===== src/rtl/fp_row_acc_issue_if.sv =====
// fp_row_acc_issue_if
//   Bundles the three streams around the row accumulator:
//     - element input  : in_valid / in_ready / in_value / in_last
//     - adder stage    : add_a / add_b (operands out), add_sum (result in)
//     - row sum output : out_valid / out_ready / out_sum / out_count
//   slave  : view taken by fp_row_acc_issue
//   master : view taken by the environment (source, adder, consumer)
interface fp_row_acc_issue_if #(
    parameter int CNT_W = 16
);
    logic             in_valid;
    logic             in_ready;
    logic [31:0]      in_value;
    logic             in_last;
    logic [31:0]      add_a;
    logic [31:0]      add_b;
    logic [31:0]      add_sum;
    logic             out_valid;
    logic             out_ready;
    logic [31:0]      out_sum;
    logic [CNT_W-1:0] out_count;

    modport slave (
        input  in_valid, in_value, in_last, add_sum, out_ready,
        output in_ready, add_a, add_b, out_valid, out_sum, out_count
    );

    modport master (
        output in_valid, in_value, in_last, add_sum, out_ready,
        input  in_ready, add_a, add_b, out_valid, out_sum, out_count
    );
endinterface


===== src/rtl/fp_row_acc_issue.sv =====
// fp_row_acc_issue
//   Sequences a stream of IEEE-754 single elements, grouped into rows by
//   in_last, through an external registered float adder. The first element of
//   a row seeds the accumulator; each later element is issued as
//   add_a = element, add_b = running sum, and the block stalls until the
//   adder result is captured. One row sum (plus element count) is emitted per
//   row on a valid/ready output. No float arithmetic is done here.
//
//   Ports:
//     clk, rst  : clock, synchronous active-high reset
//     bus       : fp_row_acc_issue_if.slave (input stream, adder, output)
//
//   Optional feature macro: ROW_ACC_SKIP_ZERO_EN
//     When defined, a +/-0.0 element arriving with a row open is counted but
//     not issued to the adder (accumulator unchanged, no stall).
module fp_row_acc_issue #(
    parameter int ADD_LAT = 2,
    parameter int CNT_W   = 16
) (
    input  logic                clk,
    input  logic                rst,
    fp_row_acc_issue_if.slave   bus
);
    localparam int LAT_W = (ADD_LAT < 1) ? 1 : $clog2(ADD_LAT + 1);
    localparam logic [LAT_W-1:0] LAT_INIT = LAT_W'(ADD_LAT);

    typedef enum logic [1:0] {
        S_IDLE,
        S_OPEN,
        S_WAIT,
        S_EMIT
    } state_t;

    state_t           state_q, state_d;
    logic [31:0]      acc_q, acc_d;
    logic [CNT_W-1:0] cnt_q, cnt_d;
    logic             last_pend_q, last_pend_d;
    logic [LAT_W-1:0] lat_cnt_q, lat_cnt_d;
    logic [31:0]      add_a_q, add_a_d;
    logic [31:0]      add_b_q, add_b_d;
    logic             out_valid_q, out_valid_d;
    logic [31:0]      out_sum_q, out_sum_d;
    logic [CNT_W-1:0] out_count_q, out_count_d;

    logic             in_ready;
    logic             in_fire;
    logic             out_fire;
    logic             skip_zero;
    logic [CNT_W-1:0] cnt_inc;

    assign in_ready = (state_q == S_IDLE) || (state_q == S_OPEN);
    assign in_fire  = bus.in_valid & in_ready;
    assign out_fire = out_valid_q & bus.out_ready;

    // Counter saturates; elements past the limit still accumulate.
    assign cnt_inc = (cnt_q == '1) ? cnt_q : cnt_q + CNT_W'(1);

`ifdef ROW_ACC_SKIP_ZERO_EN
    assign skip_zero = (bus.in_value[30:0] == 31'd0);
`else
    assign skip_zero = 1'b0;
`endif

    always_comb begin
        state_d     = state_q;
        acc_d       = acc_q;
        cnt_d       = cnt_q;
        last_pend_d = last_pend_q;
        lat_cnt_d   = lat_cnt_q;
        add_a_d     = add_a_q;
        add_b_d     = add_b_q;
        out_valid_d = out_valid_q;
        out_sum_d   = out_sum_q;
        out_count_d = out_count_q;

        case (state_q)
            S_IDLE: begin
                // First element seeds the sum directly; nothing to add yet.
                if (in_fire) begin
                    acc_d   = bus.in_value;
                    cnt_d   = CNT_W'(1);
                    state_d = bus.in_last ? S_EMIT : S_OPEN;
                end
            end
            S_OPEN: begin
                if (in_fire) begin
                    cnt_d = cnt_inc;
                    if (skip_zero) begin
                        state_d = bus.in_last ? S_EMIT : S_OPEN;
                    end else begin
                        add_a_d     = bus.in_value;
                        add_b_d     = acc_q;
                        lat_cnt_d   = LAT_INIT;
                        last_pend_d = bus.in_last;
                        state_d     = S_WAIT;
                    end
                end
            end
            S_WAIT: begin
                // lat_cnt reaching zero marks the cycle add_sum is valid.
                if (lat_cnt_q == '0) begin
                    acc_d   = bus.add_sum;
                    state_d = last_pend_q ? S_EMIT : S_OPEN;
                end else begin
                    lat_cnt_d = lat_cnt_q - LAT_W'(1);
                end
            end
            S_EMIT: begin
                if (out_fire) begin
                    out_valid_d = 1'b0;
                    cnt_d       = '0;
                    state_d     = S_IDLE;
                end
            end
            default: state_d = S_IDLE;
        endcase

        // Output registers are loaded on EMIT entry and then held, so the
        // presented sum/count cannot move while the consumer stalls.
        if ((state_d == S_EMIT) && (state_q != S_EMIT)) begin
            out_valid_d = 1'b1;
            out_sum_d   = acc_d;
            out_count_d = cnt_d;
        end
    end

    always_ff @(posedge clk) begin
        if (rst) begin
            state_q     <= S_IDLE;
            acc_q       <= '0;
            cnt_q       <= '0;
            last_pend_q <= 1'b0;
            lat_cnt_q   <= '0;
            add_a_q     <= '0;
            add_b_q     <= '0;
            out_valid_q <= 1'b0;
            out_sum_q   <= '0;
            out_count_q <= '0;
        end else begin
            state_q     <= state_d;
            acc_q       <= acc_d;
            cnt_q       <= cnt_d;
            last_pend_q <= last_pend_d;
            lat_cnt_q   <= lat_cnt_d;
            add_a_q     <= add_a_d;
            add_b_q     <= add_b_d;
            out_valid_q <= out_valid_d;
            out_sum_q   <= out_sum_d;
            out_count_q <= out_count_d;
        end
    end

    assign bus.in_ready  = in_ready;
    assign bus.add_a     = add_a_q;
    assign bus.add_b     = add_b_q;
    assign bus.out_valid = out_valid_q;
    assign bus.out_sum   = out_sum_q;
    assign bus.out_count = out_count_q;
endmodule


===== src/flat_wrapper.sv =====
// flat-port wrapper written by rule: the top's interface ports become plain ports
module fp_row_acc_issue_flat 
#(
    parameter int ADD_LAT = 2,
    parameter int CNT_W   = 16
)
  (clk, rst, bus_in_valid, bus_in_value, bus_in_last, bus_add_sum, bus_out_ready, bus_in_ready, bus_add_a, bus_add_b, bus_out_valid, bus_out_sum, bus_out_count);
  fp_row_acc_issue_if #(.CNT_W(CNT_W)) bus_i ();
  input  logic clk;
  input  logic rst;
  input wire logic [$bits(bus_i.in_valid)-1:0] bus_in_valid;
  input wire logic [$bits(bus_i.in_value)-1:0] bus_in_value;
  input wire logic [$bits(bus_i.in_last)-1:0] bus_in_last;
  input wire logic [$bits(bus_i.add_sum)-1:0] bus_add_sum;
  input wire logic [$bits(bus_i.out_ready)-1:0] bus_out_ready;
  output wire logic [$bits(bus_i.in_ready)-1:0] bus_in_ready;
  output wire logic [$bits(bus_i.add_a)-1:0] bus_add_a;
  output wire logic [$bits(bus_i.add_b)-1:0] bus_add_b;
  output wire logic [$bits(bus_i.out_valid)-1:0] bus_out_valid;
  output wire logic [$bits(bus_i.out_sum)-1:0] bus_out_sum;
  output wire logic [$bits(bus_i.out_count)-1:0] bus_out_count;
  assign bus_i.in_valid = bus_in_valid;
  assign bus_i.in_value = bus_in_value;
  assign bus_i.in_last = bus_in_last;
  assign bus_i.add_sum = bus_add_sum;
  assign bus_i.out_ready = bus_out_ready;
  assign bus_in_ready = bus_i.in_ready;
  assign bus_add_a = bus_i.add_a;
  assign bus_add_b = bus_i.add_b;
  assign bus_out_valid = bus_i.out_valid;
  assign bus_out_sum = bus_i.out_sum;
  assign bus_out_count = bus_i.out_count;
  fp_row_acc_issue #(.ADD_LAT(ADD_LAT), .CNT_W(CNT_W)) u_core (.clk(clk), .rst(rst), .bus(bus_i));
endmodule

===== config.mk =====
export PLATFORM = sky130hd
export DESIGN_NAME = fp_row_acc_issue_flat
export DESIGN_NICKNAME = d
export VERILOG_FILES = /design/src/rtl/fp_row_acc_issue_if.sv /design/src/rtl/fp_row_acc_issue.sv /design/src/flat_wrapper.sv
export SDC_FILE = /design/constraint.sdc
export NUM_CORES = 1
export LEC_CHECK = 0
export ABC_AREA = 0
export CELL_PAD_IN_SITES_DETAIL_PLACEMENT = 1
export CELL_PAD_IN_SITES_GLOBAL_PLACEMENT = 2
export CORE_ASPECT_RATIO = 1.2
export CORE_MARGIN = 1
export CORE_UTILIZATION = 25
export DETAILED_ROUTE_END_ITERATION = 8
export GPL_ROUTABILITY_DRIVEN = 1
export PLACE_DENSITY_LB_ADDON = 0.1
export SYNTH_ARGS = -nofsm -noshare
export SYNTH_HDL_FRONTEND = slang
export SYNTH_SLANG_ARGS = --single-unit

===== constraint.sdc =====
create_clock -name clk -period 2.6 [get_ports clk]
set_clock_uncertainty 0.1 [all_clocks]
set_input_delay 0.52 -clock clk [delete_from_list [all_inputs] [get_ports clk]]
set_output_delay 0.52 -clock clk [all_outputs]
set_load 0.01 [all_outputs]

**Yosys cells after proc, flatten, opt, wreduce, memory -nomap -nowiden**

Cells that the tools add are included.

- Bitwise gates (word level): 2
- Reductions and logical operators: 10
- Add/subtract/negate cells: 2
- Equal/unequal tests: 8
- Multiplexer cells: 21

Operator list:

| operator | number |
|---|---|
| 16-bit two-way mux | 4 |
| 32-bit two-way mux | 2 |
| 32-bit case mux with 2 select lines | 1 |
| 16-bit case mux with 3 select lines | 1 |
| 16-bit by 1-bit adder with 16-bit output (second input constant) | 1 |
| 16-bit equality test (second input constant) | 1 |
| 2-bit two-way mux | 8 |
| 2-bit case mux with 4 select lines | 1 |
| 2-bit equality test (second input constant) | 3 |
| 2-bit nonzero test | 3 |
| 2-bit logical NOT | 2 |
| 2-bit != test (second input constant) | 2 |
| 2-bit case mux with 2 select lines | 1 |
| 2-bit AND reduction | 2 |
| 1-bit two-way mux | 3 |
| 3-bit AND reduction | 1 |
| 1-bit bitwise AND | 2 |
| 2-bit by 1-bit equality test with 1-bit output (second input constant) | 1 |
| 2-bit by 1-bit != test with 1-bit output (second input constant) | 1 |
| 2-bit by 1-bit subtractor with 2-bit output (second input constant) | 1 |
| 1-bit logical AND | 1 |
| 1-bit logical OR | 1 |

- Input bits: 69
- Output and inout bits: 114
- Register bits after elaboration: 166
- Word-level logic and storage cells: 53

**Longest topological paths before layout**

Gate-level depths: netlist (run 1).

- Depth after elaboration: 9
- Gate-level depth with buffers: 10
- Depth with buffers taken out: 7

**Worst setup path after synthesis (run 1)**

OpenSTA, ideal clock, no wires.

- Path type: register -> register
- Start point: reg u_core.state_q[1]
- End point: reg u_core.out_sum_q[26], in the netlist u_core.bus.out_sum[26]
- Arrival: 2,189 ps
- Library setup time: 134 ps
- Data required time: 2,366 ps
- Path buffers: 3
- Stages on the path, launching flop included: 11
- Period minus slack after synthesis: 2,423 ps
- Slack: 177 ps
- Cell sequence: dfxtp_1 > inv_1 > ha_1 > clkbuf_8 > o21ai_0 > nand2_1 > a32oi_2 > and2_1 > buf_2 > buf_2 > a211oi_1

- Longest elaborated chain between the ends: 7
- Elaborated cells on any way between the ends: 16
- Those cells by class: 5 x eq/ne; 7 x mux; 1 x bitwise; 3 x reduce/logical

RTL lines:

| item | RTL line | text |
|---|---|---|
| start: declaration | fp_row_acc_issue.sv:34 | `state_t state_q, state_d;` |
| start signal: assignment | fp_row_acc_issue.sv:140 | `state_q <= state_d;` |
| 2-bit by 1-bit equality test with 1-bit output or 2-bit logical NOT (tied branches) | fp_row_acc_issue.sv:51, fp_row_acc_issue.sv:76 |  |
| 1-bit logical OR | fp_row_acc_issue.sv:51 | `assign in_ready = (state_q == S_IDLE) \|\| (state_q == S_OPEN);` |
| 1-bit bitwise AND | fp_row_acc_issue.sv:52 | `assign in_fire = bus.in_valid & in_ready;` |
| 2-bit two-way mux (on tied branches) | fp_row_acc_issue.sv:86, fp_row_acc_issue.sv:79 |  |
| 2-bit case mux with 4 select lines | fp_row_acc_issue.sv:76 | `case (state_q)` |
| 2-bit equality test | fp_row_acc_issue.sv:120 | `if ((state_d == S_EMIT) && (state_q != S_EMIT)) begin` |
| 1-bit logical AND | fp_row_acc_issue.sv:120 |  |
| end signal: assignment | fp_row_acc_issue.sv:148 | `out_sum_q <= out_sum_d;` |
| end: declaration | fp_row_acc_issue.sv:42 | `logic [31:0] out_sum_q, out_sum_d;` |

Several ways; a longest one is shown, not always the timed one.
A chain may end at the register's enable or synchronous reset.

**Worst setup path after layout (run 1)**

- Start point: reg u_core.cnt_q[1]
- End point: reg u_core.out_count_q[14], in the netlist u_core.bus.out_count[14]

- Longest elaborated chain between the ends: 4
- Elaborated cells on any way between the ends: 5
- Those cells by class: 1 x add/sub; 1 x eq/ne; 3 x mux

RTL lines:

| item | RTL line | text |
|---|---|---|
| start: declaration | fp_row_acc_issue.sv:36 | `logic [CNT_W-1:0] cnt_q, cnt_d;` |
| start signal: assignment | fp_row_acc_issue.sv:142 | `cnt_q <= cnt_d;` |
| 16-bit by 1-bit adder with 16-bit output or 16-bit equality test (tied branches) | fp_row_acc_issue.sv:56 | `assign cnt_inc = (cnt_q == '1) ? cnt_q : cnt_q + CNT_W'(1);` |
| 16-bit two-way mux (*) | fp_row_acc_issue.sv:56 |  |
| 16-bit two-way mux (*) | fp_row_acc_issue.sv:86 | `if (in_fire) begin` |
| 16-bit case mux with 3 select lines (*) | fp_row_acc_issue.sv:76 |  |
| end signal: assignment | fp_row_acc_issue.sv:149 | `out_count_q <= out_count_d;` |
| end: declaration | fp_row_acc_issue.sv:43 | `logic [CNT_W-1:0] out_count_q, out_count_d;` |

Every way passes the cells marked *; elsewhere a longest branch is shown, timed or not.

==> results.py, run 1 <==
metrics = {
    "outcome": {
        "outcome": "complete, no violations",
    },
    "synth": {
        "synth.ff_latch_count": 166,
        "yosysWarnings": 0,
        "syn_area_sq_um": 6580,
        "yosysSeqAreaShare": 0.505,
        "yosys.area.top_type_share": 0.505,
        "synth_edf_count": 0,
        "synthCells": 755,
        "synth_area_leaders": "dfxtp_1, a21oi_1, nand2_1",
        "async_flop_share": 0,
        "syn_nets": 831,
        "ys_types": 55,
        "synth_area_leader_cell": "dfxtp_1",
        "avgSynthCellArea_sq_um": 8.72,
        "synthFlopType": "dfxtp_1",
    },
    "critical_path": {
        "end_kind": "flip-flop",
        "criticalPathCategory": "reg2reg",
        "crit_fanout": 5,
        "cp_data_arrival_time_ns": 2.61,
        "critPathLaunch": "u_core.cnt_q[1]$_SDFF_PP0_",
        "cpPeakStageDelay_ns": 0.54,
        "crit_chain": "ha_1, nand3_1, or4_4, or4_1, a21oi_2, o41ai_1",
        "cp_top_family": "simple AND/OR/NAND/NOR gates",
        "worstPathRequired_ns": 2.81,
        "crit_slowest_cell": "or4_1",
        "cp_num_buf_inv": 0,
        "startpoint_type": "flip-flop",
        "r2r_start": "u_core.cnt_q[1]$_SDFF_PP0_",
    },
    "die": {
        "row_count": 64,
        "fp.dieH_um": 180,
        "start_util": 0.256,
        "dieArea_sq_um": 27000,
        "fp.dieW_um": 150,
        "io_pins": 183,
        "core_area_sq_um": 25700,
    },
    "timing": {
        "worstMarginPinSlew_ns": 0.536,
        "timing.final.ws_setup_ns": 0.198,
        "finalSetupViolations": 0,
        "hold_viol_final": 0,
        "period_needed_ns": 2.40,
        "slew_viol_final": 0,
        "whs_ns": 0.353,
        "period_share": 0.924,
        "max_freq_ghz": 0.416,
        "fin_tns_setup_ns": 0,
        "relSlewSlack": 0.643,
        "rsz0062_at_grt": "no",
    },
    "clock_network": {
        "hold_buffers": 0,
        "cts_tree": "done",
        "htreeDepth": 4,
        "cts_max_path_buffers": 2,
        "path_clk_slew_ns": 0.07,
        "clockRootBuffer": "clkbuf_16",
        "worstSkewPairLatency_ns": 0.43,
        "cts_buffers": 17,
        "cts.sinks": 166,
        "post_cts_buffers": 0,
    },
    "place": {
        "routabilityCongestion": 0.787,
        "io_buffers": 182,
        "dp.final_hpwl_mm": 17.2,
        "pre_cts_slack_ns": -0.0792,
    },
    "power": {
        "pwr-share-comb": 0.484,
        "power_switching_mw": 4.74,
        "clkPwrFrac": 0.216,
        "seqPwrFrac": 0.300,
        "p_per_area_nw_per_um2": 1240,
        "vdd_ir_drop_max_mv": 0.565,
        "intPower_mw": 7.14,
        "swShare": 0.399,
        "leakagePower_nw": 3.27,
    },
    "detailed_routing": {
        "avgRoutedWirePerCell_um": 19.0,
        "drt_iter0_drc": 365,
        "ant_nets": 0,
        "routed_wl_mm": 24.4,
        "num_vias": 6436,
        "viasPerCell": 5.02,
        "first_pass_iters": 8,
        "drc_errors": 0,
    },
    "flow_run": {
        "drv_cap": 0,
    },
    "worst_hold_path": {
        "min_from": "u_core.acc_q[31]$_SDFF_PP0_",
        "hold_class": "reg2reg",
    },
    "finish": {
        "diodes": 0,
        "area_growth_pct": 45.9,
        "drive_above_1_share": 0.111,
        "nets": 1015,
    },
    "global_routing": {
        "gr-total-overflow": 0,
        "grtUsageTotal": 0.187,
        "grt_pass1_wl_mm": 38.9,
        "grt_max_degree": 52,
        "antenna_found_initial": 0,
        "grt_pass1_vias": 6916,
    },
}
## kinds of logic (layout without fill, tap and decap cells)
logic type	Yosys count	count (layout)	synth area share
buffers and inverters	72	269	0.0540
AOI/OAI and AO/OA	243	243	0.245
DFF	166	166	0.505
adders and majority gates	7	7	0.0133
muxes	2	2	0.00323
and+or+nand+nor	265	265	0.180
## per-layer routing
layer  wire length, um  part of all wire  track usage
met5                 0                 0            0
met4               354             0.014       0.0533
met3              1530             0.063       0.0607
met2             12200              0.50        0.319
met1             10400              0.42        0.220
## power by group through the flow
stage          registers [mW]  logic (mW)  clock network, mW
2_1_floorplan            3.75        2.91                  0
3_3_place_gp             3.59        5.66                  0
3_5_place_dp             3.61        5.80                  0
4_1_cts                  3.57        5.82               2.65
5_1_grt                  3.65        6.30               2.76
6_report                 3.56        5.74               2.57
## sequential cells by signal, indices dropped and copies added (netlist names)
name,count
u_core.acc_q,32
u_core.bus.add_a,32
u_core.bus.add_b,32
u_core.bus.out_sum,32
u_core.bus.out_count,16
u_core.cnt_q,16
u_core.lat_cnt_q,2
u_core.state_q,2
u_core.bus.out_valid,1
u_core.last_pend_q,1
## timing repair
action | CTS | global route
pin swaps | 0 | 0
setup endpoints to repair | 1 | 2
resized for setup | 4 | 3
## worst min-delay path: stages, from the launching register on
cell and delay [ns]:
dfxtp_1 0.31, nand2_1 0.05, a21oi_1 0.05
## layout make-up
cell class,instances,area [sq um]
Clock buffer,18,429
Clock inverter,14,161
Fill cell,2964,16100
Inverter,7,26.3
Multi-Input combinational cell,517,2930
Sequential cell,166,3330
Tap cell,330,413
Timing Repair Buffer,230,2310
## worst paths after layout
path                                                               to  slack (ns)  cells after the start
worst max-delay path            u_core.bus.out_count[14]$_SDFFE_PP0P_        0.20                      6
worst min-delay path                u_core.bus.add_b[31]$_SDFFE_PP0P_        0.35                      2
worst max register to register  u_core.bus.out_count[14]$_SDFFE_PP0P_        0.20                      6
worst min register to register      u_core.bus.add_b[31]$_SDFFE_PP0P_        0.35                      2
## per-stage QoR
step	instance area (sq um)	total power [mW]	cells	util
2_1_floorplan	6580	6.65	755	-
3_3_place_gp	9000	9.24	1250	0.350
3_5_place_dp	9000	9.41	1250	0.350
4_1_cts	9590	12.0	1282	0.373
5_1_grt	9600	12.7	1282	0.374
6_report	9600	11.9	1282	0.374
## cell usage in the layout, fill, tap and decap left out, types with 3 or more instances in the layout
cell type,Yosys,routed
a211oi_1,56,56
a21oi_1,120,120
a222oi_1,32,32
a31o_2,3,3
a31oi_1,4,4
and2_2,0,4
buf_12,0,10
buf_4,2,38
clkbuf_16,0,17
clkdlybuf4s50_1,0,180
dfxtp_1,166,164
ha_1,7,5
inv_1,7,7
inv_6,0,6
nand2_1,147,146
nand2b_1,3,3
nand3_1,8,8
nand4_1,6,6
nor2_1,55,55
nor2b_1,4,4
nor3_1,7,7
nor4_1,9,9
o211ai_1,4,4
o21a_1,5,5
o21ai_0,6,6
## synth_stat cells, drive strengths merged, types with 3 or more instances
cell and number:
dfxtp 166, nand2 147, a21oi 121, a211oi 56, nor2 55, clkbuf 52, a222oi 32, buf 13
nor4 10, nand3 8, nor3 8, ha 7, inv 7, nand4 7, o21ai 6, and2 5
o21a 5, a31oi 4, nor2b 4, o211ai 4, a31o 3, nand2b 3, or3 3, or4 3
No activity file was read; power rests on OpenSTA's default activity.
==> run 2, diff against run 1 <==
Settings changed: CORE_ASPECT_RATIO 1.2 to 0.75.
==> results.py, run 2 (synthesis gave the netlist of run 1 again) <==
metrics = {
    "outcome": {
        "outcome": "complete, no violations",
    },
    "place": {
        "routabilityCongestion": 0.861,
        "placed_area_sq_um": 9050,
        "dp.final_hpwl_mm": 17.1,
        "io_buffers": 182,
    },
    "power": {
        "p_per_area_nw_per_um2": 1260,
        "leakagePower_nw": 3.30,
        "vdd_ir_drop_max_mv": 0.587,
    },
    "detailed_routing": {
        "routed_wl_mm": 24.9,
        "avgRoutedWirePerCell_um": 19.2,
        "first_pass_iters": 8,
        "viasPerCell": 5.04,
        "drt_iter0_drc": 347,
        "num_vias": 6525,
        "drc_errors": 0,
        "ant_nets": 0,
    },
    "critical_path": {
        "worstPathRequired_ns": 2.83,
        "startpoint_type": "flip-flop",
        "r2r_start": "u_core.state_q[0]$_SDFF_PP0_",
        "reg2regPathDepth": 8,
        "crit_fanout": 26,
        "reg2reg_slack_ns": 0.18,
        "cp_data_arrival_time_ns": 2.65,
        "criticalPathCategory": "reg2reg",
        "end_kind": "flip-flop",
        "rr_endpoint": "u_core.bus.out_sum[0]$_SDFFE_PP0P_",
    },
    "finish": {
        "final_cell_mix": "clkdlybuf4s50_1, dfxtp_1, nand2_1",
        "nets": 1015,
        "area_growth_pct": 47.5,
        "finish.instance_area_sq_um": 9710,
        "diodes": 0,
        "fin_util": 0.375,
        "final_common_cell": "clkdlybuf4s50_1",
        "fillCellCount": 2985,
        "drive_above_1_share": 0.109,
    },
    "die": {
        "fp.dieW_um": 189,
        "row_count": 51,
        "core_area_sq_um": 25900,
        "dieArea_sq_um": 27000,
        "io_pins": 183,
        "start_util": 0.254,
        "fp.dieH_um": 143,
    },
    "global_routing": {
        "grt_pass1_vias": 6721,
        "grt_pass1_wl_mm": 38.6,
        "gr-total-overflow": 0,
        "grtUsageTotal": 0.187,
        "grt_max_degree": 66,
        "grt.busiest_layer": "met2",
        "grt_use_met1": 0.243,
        "antenna_found_initial": 2,
        "grt_use_met2": 0.288,
        "use_met3": 0.0685,
    },
    "worst_hold_path": {
        "hold_class": "reg2reg",
        "hold_path_end": "u_core.bus.add_b[12]$_SDFFE_PP0P_",
        "whs_path_depth": 2,
        "min_from": "u_core.acc_q[12]$_SDFF_PP0_",
    },
    "timing": {
        "period_share": 0.930,
        "period_needed_ns": 2.42,
        "relSlewSlack": 0.560,
        "worstMarginPinSlew_ns": 0.659,
        "finalSetupViolations": 0,
        "hold_viol_final": 0,
        "rsz0062_at_grt": "no",
        "max_freq_ghz": 0.414,
        "slew_viol_final": 0,
        "fin_tns_setup_ns": 0,
    },
    "clock_network": {
        "cts_buffers": 17,
        "path_clk_slew_ns": 0.06,
        "htreeDepth": 4,
        "hold_buffers": 0,
        "postCtsResizedCells": 5,
        "cts_tree": "done",
        "cts.sinks": 166,
        "cts_max_path_buffers": 2,
        "post_cts_buffers": 0,
        "worstSkewPairLatency_ns": 0.43,
        "clockRootBuffer": "clkbuf_16",
    },
    "flow_run": {
        "drv_cap": 0,
    },
}
run 2: cell type report:
cell class / instances / area, sq um / share of cell area
Sequential cell: 166 / 3330 / 0.343
Timing Repair Buffer: 230 / 2340 / 0.241
Clock buffer: 23 / 478 / 0.0492
Multi-Input combinational cell: 517 / 2960 / 0.304
Clock inverter: 8 / 146 / 0.0151
Inverter: 7 / 26.3 / 0.00271
Tap cell: 344 / 430 / 0.0443
run 2: worst max-delay path: stages (launching register included):
cell	delay [ns]
dfxtp_2	0.37
inv_1	0.13
ha_4	0.23
and2_2	0.21
a211oi_1	0.46
a32oi_4	0.14
and2_2	0.26
buf_12	0.17
a211oi_1	0.23
run 2: per-stage QoR:
stage	total power [mW]	worst slack (ns)	cells	hold WS [ns]
5_1_grt	13.1	0.0424	1295	0.380
6_report	12.3	0.183	1295	0.354
3_5_place_dp	9.60	-0.0626	1264	0.347
3_3_place_gp	9.45	0.0301	1264	0.341
2_1_floorplan	6.65	0.177	755	0.330
4_1_cts	12.4	0.0113	1295	0.357
run 2: worst max-delay path by stage:
stage                                 startpoint  depth (start not counted)                               endpoint
global placement                    bus_in_valid                          8  u_core.bus.out_count[10]$_SDFFE_PP0P_
global route        u_core.state_q[0]$_SDFF_PP0_                         10  u_core.bus.out_count[12]$_SDFFE_PP0P_
finish              u_core.state_q[0]$_SDFF_PP0_                          8     u_core.bus.out_sum[0]$_SDFFE_PP0P_
floorplan           u_core.state_q[1]$_SDFF_PP0_                         10    u_core.bus.out_sum[26]$_SDFFE_PP0P_
detailed placement                  bus_in_valid                          8  u_core.bus.out_count[10]$_SDFFE_PP0P_
CTS                 u_core.state_q[1]$_SDFF_PP0_                          4                           bus_in_ready
run 2: per-layer routing:
layer / routed length, um / part of all wire
met5: 13 / 0.00052
met4: 336 / 0.013
met3: 2150 / 0.086
met2: 11000 / 0.44
met1: 11400 / 0.46
run 2: power by group:
group	switching [mW]	internal [mW]
logic	3.30	2.64
clock network	1.05	1.68
registers	0.413	3.20
==> run 3, diff against run 2 <==
Settings changed: CAP_MARGIN set to 20, CTS_CLUSTER_DIAMETER set to 150.
==> results of run 3 <==
The final DEF is identical to that of run 2; final timing and power are the same.
